[config.mk]
export PLATFORM = sky130hd
export DESIGN_NAME = seq_detect_param
export DESIGN_NICKNAME = d
export VERILOG_FILES = /design/src/rtl/seq_detect_param.sv
export SDC_FILE = /design/constraint.sdc
export NUM_CORES = 1
export LEC_CHECK = 0
export CAP_MARGIN = 15
export CORE_AREA = 2 2 46 48
export DETAILED_ROUTE_END_ITERATION = 16
export DIE_AREA = 0 0 48 50
export PLACE_DENSITY = 0.72
export SLEW_MARGIN = 10
export SYNTH_ARGS = -nofsm -noshare
export SYNTH_HDL_FRONTEND = slang
export SYNTH_SLANG_ARGS = --single-unit
[constraint.sdc]
create_clock -name clk -period 2.3 [get_ports clk]
set_clock_uncertainty 0.1 [all_clocks]
set_input_delay 0.345 -clock clk [delete_from_list [all_inputs] [get_ports clk]]
set_output_delay 0.345 -clock clk [all_outputs]
set_load 0.05 [all_outputs]
[src/rtl/seq_detect_param.sv]
// Serial pattern recognizer: compares the last PAT_LEN valid bits against a
// programmable pattern, emits a registered match pulse and a saturating count.
module seq_detect_param #(
  parameter int unsigned        PAT_LEN   = 3,
  parameter int unsigned        CNT_W     = 8,
  parameter logic [PAT_LEN-1:0] RESET_PAT = PAT_LEN'(3'b101)
) (
  input  logic               clk,
  input  logic               rst_n,
  input  logic               inp,
  input  logic               inp_valid,
  input  logic               overlap,
  input  logic               pat_load,
  input  logic [PAT_LEN-1:0] pat_in,
  input  logic               cnt_clr,
  output logic               match,
  output logic [CNT_W-1:0]   match_cnt,
  output logic [PAT_LEN-1:0] pattern
);

  localparam int unsigned       FILL_W    = $clog2(PAT_LEN + 1);
  localparam logic [FILL_W-1:0] FILL_FULL = FILL_W'(PAT_LEN);
  localparam logic [CNT_W-1:0]  CNT_MAX   = '1;

  if (PAT_LEN < 2 || PAT_LEN > 16) begin : g_bad_pat_len
    $error("seq_detect_param: PAT_LEN must be in 2..16");
  end

  logic [PAT_LEN-1:0] hist_q, hist_d;
  logic [FILL_W-1:0]  fill_q, fill_d;
  logic [PAT_LEN-1:0] pattern_q, pattern_d;
  logic               match_q, match_d;
  logic [CNT_W-1:0]   cnt_q, cnt_d;

  logic [PAT_LEN-1:0] h_shift_c;
  logic [FILL_W-1:0]  f_inc_c;
  logic               hit_c;

  // Candidate history/fill for a sample this cycle, and whether it completes a match
  always_comb begin
    h_shift_c = {hist_q[PAT_LEN-2:0], inp};
    f_inc_c   = (fill_q == FILL_FULL) ? FILL_FULL : fill_q + FILL_W'(1);
    hit_c     = inp_valid && !pat_load && (f_inc_c == FILL_FULL) && (h_shift_c == pattern_q);
  end

  // Next-state: a load discards any same-edge sample and restarts the history
  always_comb begin
    hist_d    = hist_q;
    fill_d    = fill_q;
    pattern_d = pattern_q;
    cnt_d     = cnt_q;
    match_d   = hit_c;

    if (pat_load) begin
      pattern_d = pat_in;
      hist_d    = '0;
      fill_d    = '0;
    end else if (inp_valid) begin
      hist_d = h_shift_c;
      fill_d = (hit_c && !overlap) ? '0 : f_inc_c;
    end

    // Clear beats a simultaneous hit; otherwise saturate instead of wrapping
    if (cnt_clr) begin
      cnt_d = '0;
    end else if (hit_c && (cnt_q != CNT_MAX)) begin
      cnt_d = cnt_q + CNT_W'(1);
    end
  end

  always_ff @(posedge clk or negedge rst_n) begin
    if (!rst_n) begin
      hist_q    <= '0;
      fill_q    <= '0;
      pattern_q <= RESET_PAT;
      match_q   <= 1'b0;
      cnt_q     <= '0;
    end else begin
      hist_q    <= hist_d;
      fill_q    <= fill_d;
      pattern_q <= pattern_d;
      match_q   <= match_d;
      cnt_q     <= cnt_d;
    end
  end

  assign match     = match_q;
  assign match_cnt = cnt_q;
  assign pattern   = pattern_q;

endmodule

==> results.md, run 1 <==
- The headroom to the max-slew limit is a little over half.
- The summed negative setup slack over all endpoints is 0 ns.
- The number of buffer and inverter instances along the worst setup path is 1.
- The critical path endpoint category is an output pin.
- The boundary pin count is 22.
- The worst setup path is launched from a register.
- The static power due to leakage is 0.442 nW.
- TritonCTS created 3 clock buffers.
- The hold slack is between 0.3 and 0.4 ns.
- The total overflow left after global routing is 0.
- The critical path starts at pattern[2].
- The time the final worst path needs with I/O delays and setup is around 2.1 ns.
- CTS saw 16 sinks.
- The die area is between 2000 and 2500 µm².
- The maximum vdd ir drop is roughly 350 µV.
- TritonCTS built the clock tree.
- The clock slew at the register clock pins of the worst setup and hold paths is approximately 0.09 ns.
- The detailed router finished its first iteration with 11 violations.
- The root buffer cell chosen for the clock tree is clkbuf_4.
- The signal arrival time at the worst endpoint is approximately 1.7 ns.
- The die width is ~48 µm.
- The startpoint identified for the worst register-to-register timing path is match_cnt[0].
- In the post-synthesis netlist, the biggest area contributors are dfrtp_1, dfstp_2, a21oi_1.
- The die boundary height is roughly 50 µm.
- After global routing, the most crowded layer is met2.
- The total of warnings raised by yosys is 0.
- After detailed routing, the number of vias per cell comes to approximately 5.3.
- The startpoint-to-endpoint class of the critical path is register to output pin.
- The first detailed-routing pass ran for 2 iterations.
- Dividing the detail-routed wire length by the instance count gives about 13 µm.
- The initial core utilization is a little over two fifths.
- The routability-driven placement congestion ratio is approximately 0.84.
- The maximum achievable frequency is between 0.4 and 0.5 GHz.
- The largest total area in the synthesized netlist belongs to dfrtp_1.
- For met1 alone, demand over resource in global routing was between 20% and 30%.
- The worst hold path belongs to the class primary input to async pin.
- The first global-routing pass estimated 2860 µm of wire.
- The delay contributed by the slowest stage of the critical path is 0.80 ns.
- Entering global routing, the biggest net connects 17 pins.
- The share of cells above drive strength 1 is a little over an eighth.
- The flow ran to the end, and the final reports show no timing, DRC or antenna violations.
- The hold violation count in the final report is 0.
- The worst flop-to-flop path endpoint is match_cnt[3].
- Detailed routing inserted a total of between 600 and 700 vias.
- The internal reg-to-reg setup slack is 0.34 ns.
- In this run the power density over the cells is approximately 530 nW/µm².
- The final max-slew violation count is 0.
- Setup repair after global routing left no endpoint under its margin.
- The number of instances resized during post-cts repair is 0.
- Once the clock tree was built, the setup fixing pass inserted 0 buffers.
- The signal on the critical path passes through clkdlybuf4s50_1.
- At the later pin of the worst-skew pair, clock insertion delay measures roughly 0.29 ns.
- The detailed-placement wirelength estimate is 1300 µm.
- At the pin with the least slew margin, the transition time is between 0.7 and 0.8 ns.
- The met2 layer usage reported by global route is about a quarter.
- Measured in cells, the most critical reg-to-reg path has a length of 5.
- The number of nets in the finished design is ~110.
- After floorplanning, the core was divided into 16 placement rows.
- The number of different library cells used by synthesis comes to 29.
- The number of hold buffers added after CTS was 0.
- The number of port buffers is 21.
- The netlist area before placement is 813 µm².
- The top cell type by area accounts for between 40 and 50% of the synthesized area.
- The count of antenna-violating nets left after detailed routing is 0.
- Of the synthesized area, sequential elements account for between 40% and 50%.
- The cell family contributing the most delay on the critical path is buffers and inverters.
- The area growth from synthesis to final layout is 34.2%.
- The tool flagged a number of max-cap violations equal to 0.
- The number of antenna violations at the first check in global routing came to 0.
- In the routed design, unresolved DRC markers number 0.
- The placeable core region is roughly 1900 µm².
- Counting every instance in the synthesized netlist gives a little under 80.
- The number of flops mapped to enable cells by yosys is 0.
- The slowest stage of the critical path belongs to the cell clkdlybuf4s50_1.
- The clock passes through at most 2 buffers.
- 0 antenna diodes ended up in the layout.
- The share of flip-flops with an asynchronous set or reset after synthesis is 100%.
- The number of nets produced by synthesis is just under 90.
- Global routing used between 10% and 20% of the available tracks across all layers.
- In this run the number of H-tree levels came out at 1.
- The depth of the critical timing path with buffers and inverters included is 1.
- Setup violations remaining at the end of the flow were counted as 0.
- The critical-path maximum fanout is 3.
- For this block, the routed nets add up to roughly 1700 µm of wire.
- The most used flip-flop cell after synthesis is dfrtp_1.
- The via count of the first global-routing pass was 662.
- The met3 global-route usage is about 3.3%.
- The worst path uses between 90% and 100% of the clock period.
- After synthesis the netlist holds a flip-flop and latch count of 16.
- The synthesized area per cell is 10.4 µm².
- STA puts the critical path data required time at about 1.9 ns.
[registers in the layout, indices dropped and copies added, names as in the netlist]
register   count
pattern        3
fill_q         2
match          1
hist_q         2
match_cnt      8
[final cells by class]
class | count | area [µm²]
clock buffer | 4 | 36.3
fill | 174 | 811
inverter | 4 | 15.0
multi-input combinational | 54 | 370
sequential | 16 | 403
tap | 27 | 33.8
timing repair buffer | 24 | 233
[cells in the mapped netlist (2+ instances only)]
cell type / count
xnor2_1: 3
or3_1: 2
mux2i_1: 2
o21ai_0: 2
a21oi_1: 9
and3_1: 4
nor2_1: 4
nor3_1: 3
dfrtp_1: 14
or4_1: 2
nor4_1: 2
inv_1: 4
nand2b_1: 2
nand3_1: 4
dfstp_2: 2
a211oi_1: 2
mux2_2: 3
o31ai_1: 3
[power breakdown]
part	total (W)	leakage, nW	internal, W	switching (W)
sequential	0.000302	0.212	0.000293	0.00000838
combinational	0.0000864	0.209	0.0000396	0.0000468
clock	0.000188	0.0210	0.0000964	0.0000911
[metal layers]
| layer | routed length, µm | up-vias |
|---|---|---|
| li1 | - | 332 |
| met1 | 745 | 337 |
| met2 | 869 | 13 |
| met3 | 36 | 8 |
| met4 | 83 | 0 |
| met5 | 0 | - |
[through the flow]
stage | cells | setup WS (ns) | utilization [%] | total power (W) | cell area [µm²]
after floorplan | 78 | 0.154 | - | 0.000355 | 813
after global placement | 125 | 0.257 | 55.5 | 0.000393 | 1050
after detailed placement | 125 | 0.229 | 55.5 | 0.000395 | 1050
after CTS | 129 | 0.188 | 57.4 | 0.000584 | 1090
after global routing | 129 | 0.144 | 57.4 | 0.000607 | 1090
final | 129 | 0.203 | 57.4 | 0.000576 | 1090
[layout by cell type, fill, tap and decap left out, types with 3 or more instances in the layout]
master / count
inv_1: 4
xnor2_1: 3
and3_1: 4
nor3_1: 3
nor2_1: 4
a21oi_1: 9
dfrtp_1: 14
o31ai_1: 3
nand3_1: 4
clkdlybuf4s50_1: 21
clkbuf_4: 3
mux2_2: 3
buf_4: 3
[logic make-up (layout without fill, tap and decap cells)]
family                     after synthesis  after routing  synth area share (%)
muxes                                    5              5                  6.62
and+or+nand+nor                         28             28                  21.7
AOI/OAI and AO/OA                       17             17                  12.5
DFF                                     16             16                  49.5
adders and majority gates                1              1                  1.54
buffers and inverters                    8             32                  4.92
xor gates and xnor gates                 3              3                  3.23
[how the worst max path moves through the flow]
| stage | slack (ns) | end |
|---|---|---|
| global route | 0.14 | pattern[2] |
| floorplan | 0.15 | match_cnt[3] |
| CTS | 0.19 | pattern[2] |
| detailed placement | 0.23 | match_cnt[3] |
| global placement | 0.26 | match_cnt[5] |
| finish | 0.20 | pattern[2] |
(Power assumes the default switching activity.)
==> inputs of run 2 (changes only) <==
==> constraint.sdc (replaced) <==
create_clock -name clk -period 2.3 [get_ports clk]
set_clock_uncertainty 0.1 [all_clocks]
set_input_delay 0.23 -clock clk [delete_from_list [all_inputs] [get_ports clk]]
set_output_delay 0.23 -clock clk [all_outputs]
set_load 0.05 [all_outputs]
==> results.md, run 2 (synthesis gave the netlist of run 1 again) <==
- The final max-slew violation count is 0.
- The DRC marker count from the first detailed-route iteration is 11.
- The residual DRC count is 0.
- At the worst endpoint, the required time is about 2.4 ns.
- The signal on the critical path passes through ha_1 > and3_1 > and3_1 > or4_1 > a21oi_1.
- The root buffer cell chosen for the clock tree is clkbuf_4.
- Tracing the worst setup path back leads to its startpoint at match_cnt[0].
- Setup violations remaining at the end of the flow were counted as 0.
- The worst register-to-register path has a setup slack of ~0.31 ns.
- The detailed-placement wirelength estimate is between 1000 and 1500 µm.
- Leaving out fill and tap cells, the most frequent cell in the layout is clkdlybuf4s50_1.
- The worst pin sits at a relative slew slack of between 50% and 60%.
- The first global-routing pass estimated around 2600 µm of wire.
- The count of antenna-violating nets left after detailed routing is 0.
- Among all stages on the critical path, the largest delay is contributed by or4_1.
- The placed instances occupy a cell area of 1050 µm².
- The clock latency on the worst-skew pair is 0.29 ns.
- The time the final worst path needs with I/O delays and setup is slightly below 2 ns.
- The via count of the first global-routing pass came to around 600.
- The number of levels the H-tree was split into is 1.
- The hold violation count in the final report came to 0.
- The register with the most flip-flops in the layout has 8 of them.
- The buffers inserted during post-CTS setup optimization is 0.
- Clock-pin slew was measured on the worst setup and hold paths at ~0.09 ns.
- In the routed layout, each cell is associated on average with a via count of between 5 and 6.
- CTS saw 16 sinks.
- 0 antenna diodes ended up in the layout.
- With fillers left out, the area of the finished cells amounts to 1070 µm².
- Timing would allow up to 0.504 GHz.
- The flow ran to the end, and the final reports show no timing, DRC or antenna violations.
- For this run, the number of standard cells in the final layout without fillers is between 100 and 150.
- In the layout the commonest cells are clkdlybuf4s50_1, dfrtp_1, a21oi_1.
- The static power due to leakage is approximately 0.43 nW.
- The maximum vdd ir drop is ~240 µV.
- The number of buffer and inverter instances along the worst setup path is 0.
- Buffers inserted during clock tree synthesis total 3.
- Cells with a size suffix above 1 make up a little under an eighth of the layout.
- From synthesis to final layout, the design area changed by 32.0%.
- Port buffering added 21 buffers.
- The number of standard-cell rows in the floorplan is 16.
- The die width is approximately 48 µm.
- Wires add up to 1540 µm.
- The global-route congestion overflow total is 0.
- The depth of the critical timing path with buffers and inverters included is 5.
- Across all layers, the routed design uses about 670 vias.
- Dividing the detail-routed wire length by the instance count gives roughly 12 µm.
- On the worst path, the slowest cell contributes a delay of just under 0.5 ns.
- Measured along the y axis, the die boundary spans 50 µm.
- The min-delay analysis places its worst path in the category primary input to async pin.
- The worst register-to-register path ends at match_cnt[5].
- In this run, placement finished with an instance count of approximately 120.
- The routability-driven placement congestion ratio is 0.817.
- The worst setup path is of the register to register kind.
- At the pin with the least slew margin, the transition time is 0.680 ns.
- TritonCTS built the clock tree.
- The number of nets in the finished design is 113.
- The first-pass iteration count of the detailed router is 4.
- The clock passes through at most 2 buffers.
- The number of buffers added to fix hold violations after cts is 0.
- The final period utilization is 86.3%.
- The floorplan step defined a die boundary enclosing approximately 2400 µm².
- Setup repair after global routing left no endpoint under its margin.
- In this run the count of I/O pins placed on the die edge is 22.
- The cell with the most instances on the worst path is and3_1.
- The number of antenna violations at the first check in global routing is 0.
- The category of cells accounting for the largest share of critical-path delay is simple AND/OR/NAND/NOR gates.
- The number of instances resized during post-cts repair is 0.
- For this configuration, the core starts out at a cell density of ~43%.
- Following the worst setup path forward leads to its endpoint at match_cnt[5].
- The count of cells along the worst register-to-register path is 5.
- The worst setup path is captured at a register.
- Summed over all failing endpoints, the final setup total negative slack is 0 ns.
- STA puts the critical path data arrival time at ~2.1 ns.
- The start of the worst register-to-register path is match_cnt[0].
- The worst setup path is launched from a register.
- The max-cap check violation count is 0.
- The placeable core region is between 1500 and 2000 µm².
- Along the worst path, the maximum fanout reaches 10.
- Global routing consumed, over all layers together, between 10% and 20% of the routing resources.
- The areal power density over the cells is ~510 nW/µm².
- Entering global routing, the biggest net connects 17 pins.
[run 2: changes by cell type in the layout (fill, tap and decap cells not counted)]
| cell | delta |
|---|---|
| buf_4 | -1 |
| clkbuf_1 | +1 |
| clkbuf_8 | -1 |
[run 2: final cells by class]
type / instances / area, µm²
fill: 164 / 828
clock buffer: 4 / 26.3
timing repair buffer: 23 / 225
inverter: 4 / 15.0
sequential: 16 / 403
tap: 27 / 33.8
multi-input combinational: 54 / 370
[run 2: how the worst min path moves through the flow]
stage | to | slack [ns]
2_1_floorplan | fill_q[0] | -0.17
6_report | match_cnt[1] | 0.24
3_5_place_dp | hist_q[1] | 0.44
3_3_place_gp | hist_q[1] | 0.43
4_1_cts | match_cnt[1] | 0.26
5_1_grt | match_cnt[1] | 0.29
[run 2: metrics by stage]
| step | power [W] | setup WS, ns | hold WS, ns | utilization [%] |
|---|---|---|---|---|
| after detailed placement | 0.000394 | 0.262 | 0.436 | 55.1 |
| after floorplan | 0.000355 | 0.154 | -0.166 | - |
| after global routing | 0.000574 | 0.265 | 0.289 | 56.4 |
| final | 0.000543 | 0.315 | 0.239 | 56.4 |
| after global placement | 0.000393 | 0.302 | 0.426 | 55.1 |
| after CTS | 0.000553 | 0.308 | 0.265 | 56.4 |
[run 2: power breakdown]
group          total [W]  switching [W]  internal, W  leakage, nW
sequential      0.000301     0.00000811     0.000293        0.212
combinational  0.0000852      0.0000458    0.0000394        0.205
clock           0.000157      0.0000890    0.0000675       0.0150
[run 2: worst reg2reg max path: cells and delay by family (launching register included)]
family / cells / cell delay (ns)
DFF: 1 / 0.44
AOI/OAI and AO/OA: 1 / 0.15
adders and majority gates: 1 / 0.26
and+or+nand+nor: 3 / 0.96
[run 2: routing by layer]
layer | track usage [%] | part of all wire, % | up-vias
met1 | 20.5 | 47 | 313
met4 | 12.2 | 3.6 | 0
met3 | 1.10 | 2.6 | 5
met5 | 0 | 0 | -
met2 | 20.9 | 47 | 17
li1 | - | - | 331
